$ cat config.mk
export PLATFORM = sky130hd
export DESIGN_NAME = hamming_encode_s
export DESIGN_NICKNAME = d
export VERILOG_FILES = /design/src/rtl/hamming_pkg.sv /design/src/rtl/hamming74_enc.sv /design/src/rtl/hamming_encode_s.sv
export SDC_FILE = /design/constraint.sdc
export NUM_CORES = 1
export LEC_CHECK = 0
export ABC_AREA = 1
export CAP_MARGIN = 0
export CORE_UTILIZATION = 48
export CTS_CLUSTER_SIZE = 25
export DETAILED_ROUTE_END_ITERATION = 10
export DONT_BUFFER_PORTS = 1
export PLACE_DENSITY = 0.66
export SETUP_SLACK_MARGIN = 0.5
export SLEW_MARGIN = 20
export SYNTH_ARGS = -nofsm -noshare
export SYNTH_HDL_FRONTEND = slang
export SYNTH_SLANG_ARGS = --single-unit
$ cat constraint.sdc
create_clock -name clk -period 2.1 [get_ports clk]
set_input_delay 0.63 -clock clk [delete_from_list [all_inputs] [get_ports clk]]
set_output_delay 0.63 -clock clk [all_outputs]
set_load 0.02 [all_outputs]
$ cat src/rtl/hamming_pkg.sv
// Shared constants and types for the serial Hamming(7,4) encoder and its
// combinational parity generator.
package hamming_pkg;

  // Codeword and data widths.
  localparam int CW_LEN = 7;
  localparam int DATA_W = 4;

  // Parity bit positions inside h[6:0].
  localparam int P6_IDX = 6;
  localparam int P5_IDX = 5;
  localparam int P3_IDX = 3;

  // Data bit positions inside h[6:0] (d3, d2, d1, d0).
  localparam int D3_IDX = 4;
  localparam int D2_IDX = 2;
  localparam int D1_IDX = 1;
  localparam int D0_IDX = 0;

  // err_idx value that leaves the codeword untouched.
  localparam logic [2:0] NO_INJECT = 3'd7;

  // Serializer states.
  typedef enum logic {
    ST_IDLE  = 1'b0,
    ST_SHIFT = 1'b1
  } enc_state_e;

endpackage

$ cat src/rtl/hamming74_enc.sv
// Combinational Hamming(7,4) encoder: places the data nibble and the three
// even-parity bits at their codeword positions.
module hamming74_enc
  import hamming_pkg::*;
(
  input  logic [DATA_W-1:0] data_i,
  output logic [CW_LEN-1:0] code_o
);

  // Data bits go straight through; each parity covers three data bits.
  always_comb begin
    code_o         = '0;
    code_o[D3_IDX] = data_i[3];
    code_o[D2_IDX] = data_i[2];
    code_o[D1_IDX] = data_i[1];
    code_o[D0_IDX] = data_i[0];
    code_o[P6_IDX] = data_i[3] ^ data_i[2] ^ data_i[0];
    code_o[P5_IDX] = data_i[3] ^ data_i[1] ^ data_i[0];
    code_o[P3_IDX] = data_i[2] ^ data_i[1] ^ data_i[0];
  end

endmodule

$ cat src/rtl/hamming_encode_s.sv
// Serial Hamming(7,4) transmitter with optional single-bit error injection.
// The codeword is sent MSB first, one bit per STROBE_DIV cycles, with a
// one-cycle strobe in the last cycle of each bit period.
module hamming_encode_s
  import hamming_pkg::*;
#(
  parameter int unsigned STROBE_DIV = 4
)
(
  input  logic       clk,
  input  logic       rst,
  input  logic [3:0] d_in,
  input  logic       start,
  input  logic       err_en,
  input  logic [2:0] err_idx,
  output logic       d_out,
  output logic       strobe_out,
  output logic       busy,
  output logic       done
);

  enc_state_e          state_q, state_d;
  logic [CW_LEN-1:0]   cw_q, cw_d;
  logic [2:0]          bit_cnt_q, bit_cnt_d;
  logic [3:0]          div_cnt_q, div_cnt_d;
  logic                d_out_q, d_out_d;
  logic                done_q, done_d;

  logic [CW_LEN-1:0]   code_raw;
  logic [CW_LEN-1:0]   inject_mask;
  logic [CW_LEN-1:0]   code_latch;
  logic                div_last;

  hamming74_enc u_enc (
    .data_i (d_in),
    .code_o (code_raw)
  );

  // One-hot flip mask; NO_INJECT (7) never matches any of positions 0..6.
  genvar gi;
  generate
    for (gi = 0; gi < CW_LEN; gi++) begin : g_inject
      assign inject_mask[gi] = err_en && (err_idx == 3'(gi));
    end
  endgenerate

  assign code_latch = code_raw ^ inject_mask;
  assign div_last   = (div_cnt_q == 4'(STROBE_DIV - 1));

  // State and datapath registers; reset returns everything to idle/zero.
  always_ff @(posedge clk) begin
    if (rst) begin
      state_q   <= ST_IDLE;
      cw_q      <= '0;
      bit_cnt_q <= '0;
      div_cnt_q <= '0;
      d_out_q   <= 1'b0;
      done_q    <= 1'b0;
    end else begin
      state_q   <= state_d;
      cw_q      <= cw_d;
      bit_cnt_q <= bit_cnt_d;
      div_cnt_q <= div_cnt_d;
      d_out_q   <= d_out_d;
      done_q    <= done_d;
    end
  end

  // Next-state logic: load on acceptance, advance one bit per strobe,
  // return to idle with a done pulse after the seventh strobe.
  always_comb begin
    state_d   = state_q;
    cw_d      = cw_q;
    bit_cnt_d = bit_cnt_q;
    div_cnt_d = div_cnt_q;
    d_out_d   = d_out_q;
    done_d    = 1'b0;
    case (state_q)
      ST_IDLE: begin
        d_out_d = 1'b0;
        if (start) begin
          // First bit goes straight to the output register; the rest is
          // kept left-aligned so the next bit is always cw_q[6].
          state_d   = ST_SHIFT;
          d_out_d   = code_latch[CW_LEN-1];
          cw_d      = {code_latch[CW_LEN-2:0], 1'b0};
          bit_cnt_d = 3'd6;
          div_cnt_d = '0;
        end
      end
      ST_SHIFT: begin
        if (div_last) begin
          div_cnt_d = '0;
          if (bit_cnt_q == 3'd0) begin
            state_d = ST_IDLE;
            d_out_d = 1'b0;
            cw_d    = '0;
            done_d  = 1'b1;
          end else begin
            bit_cnt_d = bit_cnt_q - 3'd1;
            d_out_d   = cw_q[CW_LEN-1];
            cw_d      = {cw_q[CW_LEN-2:0], 1'b0};
          end
        end else begin
          div_cnt_d = div_cnt_q + 4'd1;
        end
      end
      default: begin
        state_d = ST_IDLE;
      end
    endcase
  end

  assign d_out      = d_out_q;
  assign strobe_out = (state_q == ST_SHIFT) && div_last;
  assign busy       = (state_q == ST_SHIFT);
  assign done       = done_q;

endmodule
==> results of run 1 <==
-- routing by layer --
metal | vias up | track usage | wire length, microns
li1 | 535 | - | -
met1 | 460 | 0.259 | 1120
met2 | 20 | 0.342 | 1060
met3 | 6 | 0.0679 | 82
met4 | 0 | 0.0333 | 42
met5 | - | 0 | 0
-- worst max-delay path, cell delays in order, from the launching register on --
cell and delay, ns:
dfxtp_4 0.38, ha_4 0.15, nand3_4 0.10, nor2_8 0.17
-- cell usage in the layout, fill, tap and decap left out, drive strengths merged, types with 2 or more instances in the layout --
cell,count
ha,3
dfxtp,16
a21oi,22
nand3,17
o21ai,7
buf,6
xor2,3
clkbuf,4
nor2,14
nand4,2
nand2,49
inv,26
-- repair_timing --
action                                  4_1_cts  5_1_grt
endpoints found under the setup margin        1        1
hold buffers                                  0        0
pin swaps                                     3        1
gates cloned                                  0        0
resized for setup                             5        2
buffers inserted                              3        2
-- final cells by class --
cell class	instances	area, sq um
Fill cell	199	887
Multi-Input combinational cell	119	633
Sequential cell	16	329
Inverter	26	97.6
Timing Repair Buffer	6	45.0
Clock buffer	4	36.3
Tap cell	27	33.8
-- stage by stage --
step | utilization | hold WS (ns)
after floorplan | - | 0.403
after global placement | 0.524 | 0.413
after detailed placement | 0.524 | 0.417
after CTS | 0.561 | 0.380
after global routing | 0.570 | 0.366
final | 0.570 | 0.383
-- sequential cells by signal, summed over array words and instances (netlist names) --
name	count
cw_q	6
busy	1
d_out	1
div_cnt_q	4
done	1
bit_cnt_q	3
-- path summary, 6_finish.rpt --
kind                            depth (start not counted)            to  slack [ns]          from
worst max-delay path                                    3    strobe_out        0.38  div_cnt_q[1]
worst min register to register                          1  bit_cnt_q[0]        0.43  bit_cnt_q[0]
worst max register to register                          9       cw_q[3]        0.56  div_cnt_q[1]
worst min-delay path                                    1       cw_q[6]        0.38           rst
-- cell families (layout without fill, tap and decap cells) --
group	count (synthesis)	in the layout
AND/OR/NAND/NOR	83	83
buffers and inverters	31	36
AO/OA/AOI/OAI	30	30
flip-flops	16	16
adder cells (fa/ha/maj)	3	3
XOR/XNOR	3	3
-- synthesized netlist by cell type --
cell type	count
nand2_4	1
xor2_1	3
nand4_1	2
buf_6	4
nor2_8	1
nor3_1	1
a21oi_1	19
nor2_2	4
o21ai_0	6
nor2_1	9
dfxtp_1	16
dlymetal6s2s_1	1
inv_1	23
a21oi_2	3
o21ai_1	1
nand2_2	3
inv_2	3
ha_1	3
nand3_1	16
a211oi_1	1
nand3_4	1
nand2_1	45
-- report_power, final --
group / total, W / switching (W) / internal (W) / leakage, nW
clock network: 0.000209 / 0.000103 / 0.000106 / 0.0210
registers: 0.000334 / 0.0000136 / 0.000321 / 0.133
logic: 0.000133 / 0.0000859 / 0.0000475 / 0.402
==> key figures, run 1 <==
Run status
  – Status: finished, final reports clean

STA
  – Final setup vio count: 0
  – Minimum clock period: around 1.7 ns
  – Final WS setup: 0.376 ns
  – Hold Vio Cnt, Final: 0
  – RSZ-0062 raised after global routing: yes
  – Max-slew headroom: 0.720
  – FMAX: 580 MHz
  – Actual slew at the worst max-slew pin: 0.420 ns
  – Final Max Tran Viols: 0
  – Clock skew: between 0.006 and 0.007 ns
  – Period utilization: 0.821
  – Fin Setup TNS: 0 ns

Global routing
  – Grt total ovfl: 0
  – Vias in the first global route: 920
  – Overall routing resource usage: 0.206
  – Initial antenna violation count: 0
  – Global-route wire length before repair: 3.93 mm
  – Largest net degree at the start of global routing: 14

Die
  – Initial Util: 0.532
  – Core ar.: 2060 sq um
  – DIE HEIGHT: between 40 and 50 microns
  – Core Rows: 16
  – I/O pin total: 15
  – Die footprint: 2480 sq um
  – Die X: 49.8 microns

Power
  – Worst VDD drop: 0.493 mV
  – Total chip power: between 0.0006 and 0.0007 W
  – Power density over the cells: 576 nW/um^2
  – Leakage: 0.556 nW

Synthesis
  – Mean Syn Cell Area: 6.60 sq um
  – Dominant cell type by area after synthesis: dfxtp_1
  – #FFs+latches synth: 16
  – Net count after synthesis: between 150 and 200
  – Fraction of synthesized area in multiplexers: 0
  – Post-synthesis simple-gate area fraction: 0.358
  – Seq/Total Area, Yosys: 0.292
  – Synth cell types: 22
  – Mapped Cells: between 150 and 200
  – Largest family of logic cells by synthesized area: simple AND/OR/NAND/NOR gates
  – Synthesis Warnings: 0
  – XOR/XNOR share of the synthesized area: 0.0240
  – Compound-Gate Fraction of Synth Area: 0.150
  – Post-synthesis adder-cell area fraction: 0.0342
  – Synth top area cells: dfxtp_1, nand2_1, a21oi_1, inv_1, nand3_1
  – Mapped cell area: 1100 sq um
  – Post-synth top area share: 0.292

Layout
  – Design area: 1170 sq um
  – Post-layout nets: 186
  – Layout cells sized above 1: 0.175
  – Area Growth Syn to Fin: 7.19%
  – Post-Layout Cell Count: between 150 and 200
  – Inserted Diodes: 0

CTS
  – H-tree depth: 1
  – TritonCTS clock tree: yes
  – CTS Sinks: 16
  – Clock Latency Late Sink: 0.29 ns
  – TritonCTS Buffers: 3
  – Root Buffer: clkbuf_4
  – Clk slew on worst S/H paths: 0.10 ns
  – Max clock buf depth: 2

Critical path
  – Class of the most critical setup path: register to primary output
  – CP startpoint kind: register
  – Crit end category: primary output
  – Critical Path RT: around 1.5 ns
  – CP max FO: 5
  – Crit path DAT: between 1 and 1.5 ns

Flow run
  – Max-cap violations: 0

Placed design
  – RePlAce Congestion: 0.805
  – Placed insts: about 190
  – Post-detail-place hpwl: approximately 1.6 mm
  – Pre-CTS setup slack: 0.548 ns
  – # port buffers: 0
  – Area post-placement: 1080 sq um

Route
  – WL per Instance: between 10 and 15 microns
  – Drt total wl: 2.31 mm
  – Via-to-Cell Ratio: 5.16
  – Antenna Nets Post-Route: 0
  – Drt drc: 0
  – Total number of vias: 1021
  – Number of detailed-route iterations in the first pass: 5
  – First DRT Iteration DRCs: 29

Worst hold path
  – HP Class: input port to register
No activity file was read; power rests on OpenSTA's default activity.
==> inputs of run 2 (changes only) <==
==> constraint.sdc (replaced) <==
create_clock -name clk -period 1.7 [get_ports clk]
set_input_delay 0.51 -clock clk [delete_from_list [all_inputs] [get_ports clk]]
set_output_delay 0.51 -clock clk [all_outputs]
set_load 0.02 [all_outputs]
==> run 2 against run 1 <==
Compared with the run above:
- core utilization increased by 4.3 points
- count of clock-buffer cells in the layout unchanged
- via count increased by 1.6%
- critical endpoint unchanged
==> key figures, run 2 (same netlist as run 1, synthesis figures left out) <==
STA
  – Period utilization: 0.937
  – Actual slew at the worst max-slew pin: 0.240 ns (-0.179 ns)
  – Hold Vio Cnt, Final: 0 (unchanged)
  – Final Max Tran Viols: 0 (unchanged)
  – Final setup vio count: 0 (unchanged)
  – Minimum clock period: 1.59 ns
  – Fin Setup TNS: 0 ns (unchanged)
  – Min Hold Slack: 0.256 ns (-0.127 ns)
  – Clock skew: 0.00468 ns (-0.00174 ns)
  – Max-slew headroom: 0.840 (+0.120)
  – RSZ-0062 raised after global routing: yes
  – FMAX: 627 MHz

Global routing
  – Largest net degree at the start of global routing: 14 (unchanged)
  – Global-route wire length before repair: 3.96 mm (+0.69%)
  – Initial antenna violation count: 0 (unchanged)
  – Vias in the first global route: 912 (-0.87%)
  – Grt total ovfl: 0 (unchanged)
  – Overall routing resource usage: 0.210 (+0.00400)

CTS
  – Max clock buf depth: 2 (unchanged)
  – Clk slew on worst S/H paths: 0.10 ns (about the same)
  – TritonCTS Buffers: 3 (unchanged)
  – Root Buffer: clkbuf_4
  – Clock Latency Late Sink: 0.30 ns (about the same)
  – CTS Hold Bufs: 0 (unchanged)
  – TritonCTS clock tree: yes
  – H-tree depth: 1 (unchanged)
  – CTS Sinks: 16 (unchanged)

Route
  – Number of detailed-route iterations in the first pass: 4 (-1)
  – Via-to-Cell Ratio: 5.13 (-0.44%)
  – WL per Instance: 12.1 microns (+3.9%)
  – M1 wire length: 1.15 mm (+2.3%)
  – Drt drc: 0 (unchanged)
  – Top layer in use: met4
  – Met3 WL: 113 microns (+38%)
  – Antenna Nets Post-Route: 0 (unchanged)
  – Total number of vias: 1037 (+1.6%)
  – Met2 wire len: 1.16 mm (+9.6%)
  – First DRT Iteration DRCs: 34 (+17%)
  – Drt total wl: 2.45 mm (+6.0%)

Power
  – Total chip power: 0.000874 W (+29%)
  – Power density over the cells: 692 nW/um^2 (+20%)
  – Worst VDD drop: 0.456 mV (-7.5%)
  – Leakage: 0.582 nW (+4.7%)

Die
  – Die X: 49.8 microns (unchanged)
  – DIE HEIGHT: 49.8 microns (unchanged)
  – I/O pin total: 15 (unchanged)
  – Core ar.: 2060 sq um (unchanged)
  – Initial Util: 0.532 (unchanged)
  – Die footprint: 2480 sq um (unchanged)
  – Core Rows: 16 (unchanged)

Layout
  – Area Growth Syn to Fin: 15.3%
  – Layout cells sized above 1: 0.257 (+0.0817)
  – Biggest regs: cw_q: 6 flops, div_cnt_q: 4 flops, bit_cnt_q: 3 flops
  – Max reg flops: 6 (unchanged)
  – Commonest non-fill, non-tap cell in the layout: nand2_1
  – Commonest cells after routing, fill and taps aside: nand2_1, inv_1, nand3_1, a21oi_1, dfxtp_1
  – Inserted Diodes: 0 (unchanged)
  – Post-layout nets: 190 (+2.2%)
  – Filler cell count: 205 (+3.0%)
  – Biggest register: cw_q

Critical path
  – CP startpoint kind: register
  – Crit end category: primary output
  – CP max FO: 5 (unchanged)
  – Critical Path RT: 1.19 ns (-0.28 ns)
  – Class of the most critical setup path: register to primary output
  – Worst setup startpoint: div_cnt_q[0]
  – Start of the worst register-to-register path: div_cnt_q[0]
  – Crit path DAT: 1.08 ns (about the same)

Worst hold path
  – Hold path startpoint: rst
  – HP Class: input port to register

Placed design
  – # port buffers: 0 (unchanged)
  – RePlAce Congestion: 0.815 (+1.2%)
  – Post-detail-place hpwl: 1.70 mm (+3.4%)

Flow run
  – Max-cap violations: 0 (unchanged)

Run status
  – Status: finished, final reports clean
run 2: changes by cell type in the layout (fill, tap and decap cells not counted), sizes merged:
cell	delta
buf	+3
nand2	+1
run 2: final timing paths:
path	endpoint	slack, ns	depth (start not counted)
setup / recovery	strobe_out	0.11	3
hold / removal	cw_q[2]	0.26	1
setup reg to reg	cw_q[6]	0.30	9
hold reg to reg	bit_cnt_q[0]	0.46	1
run 2: final cells by class:
type                    instances  area (sq um)  share of cell area
inverters                      26           100              0.0792
repair buffers                  9          67.6              0.0535
flip-flops and latches         16           337               0.266
well taps                      27          33.8              0.0267
multi-input cells             120           689               0.546
clock buffers                   4          36.3              0.0287
run 2: power breakdown:
part           switching (W)  leakage, nW  internal, W
logic               0.000120        0.426    0.0000731
registers          0.0000217        0.134     0.000395
clock network       0.000134       0.0210     0.000131
total               0.000275        0.582     0.000599
run 2: repair_timing:
item	in CTS	in global routing
endpoints found under the setup margin	15	18
cloned	1	0
gates resized for setup	13	10
endpoints found under the hold margin	0	0
pin swaps	4	2
buffers inserted	7	2
run 2: layer usage:
layer	track usage	vias up
met2	0.351	25
met4	0.0571	0
li1	-	545
met1	0.271	464
met5	0	-
met3	0.0401	3
run 2: worst max-delay path: stages (launching register included):
cell and delay [ns]:
dfxtp_4 0.37, ha_4 0.14, nand3_4 0.09, nor2_8 0.18
run 2: metrics by stage:
stage,util,instance area [sq um],setup WS (ns),instances
global placement,0.530,1090,0.332,188
floorplan,-,1120,0.382,166
CTS,0.593,1220,0.0849,200
detailed placement,0.530,1090,0.277,188
global route,0.613,1260,0.0402,202
finish,0.613,1260,0.106,202
==> inputs of run 3 (changes only) <==
--- a/config.mk
+++ b/config.mk
@@ -8,6 +8,7 @@
 export ABC_AREA = 1
 export CAP_MARGIN = 0
 export CORE_UTILIZATION = 48
+export CTS_CLUSTER_DIAMETER = 30
 export CTS_CLUSTER_SIZE = 25
 export DETAILED_ROUTE_END_ITERATION = 10
 export DONT_BUFFER_PORTS = 1
==> results of run 3 <==
Final layout, timing and power as in run 2 (identical DEF).
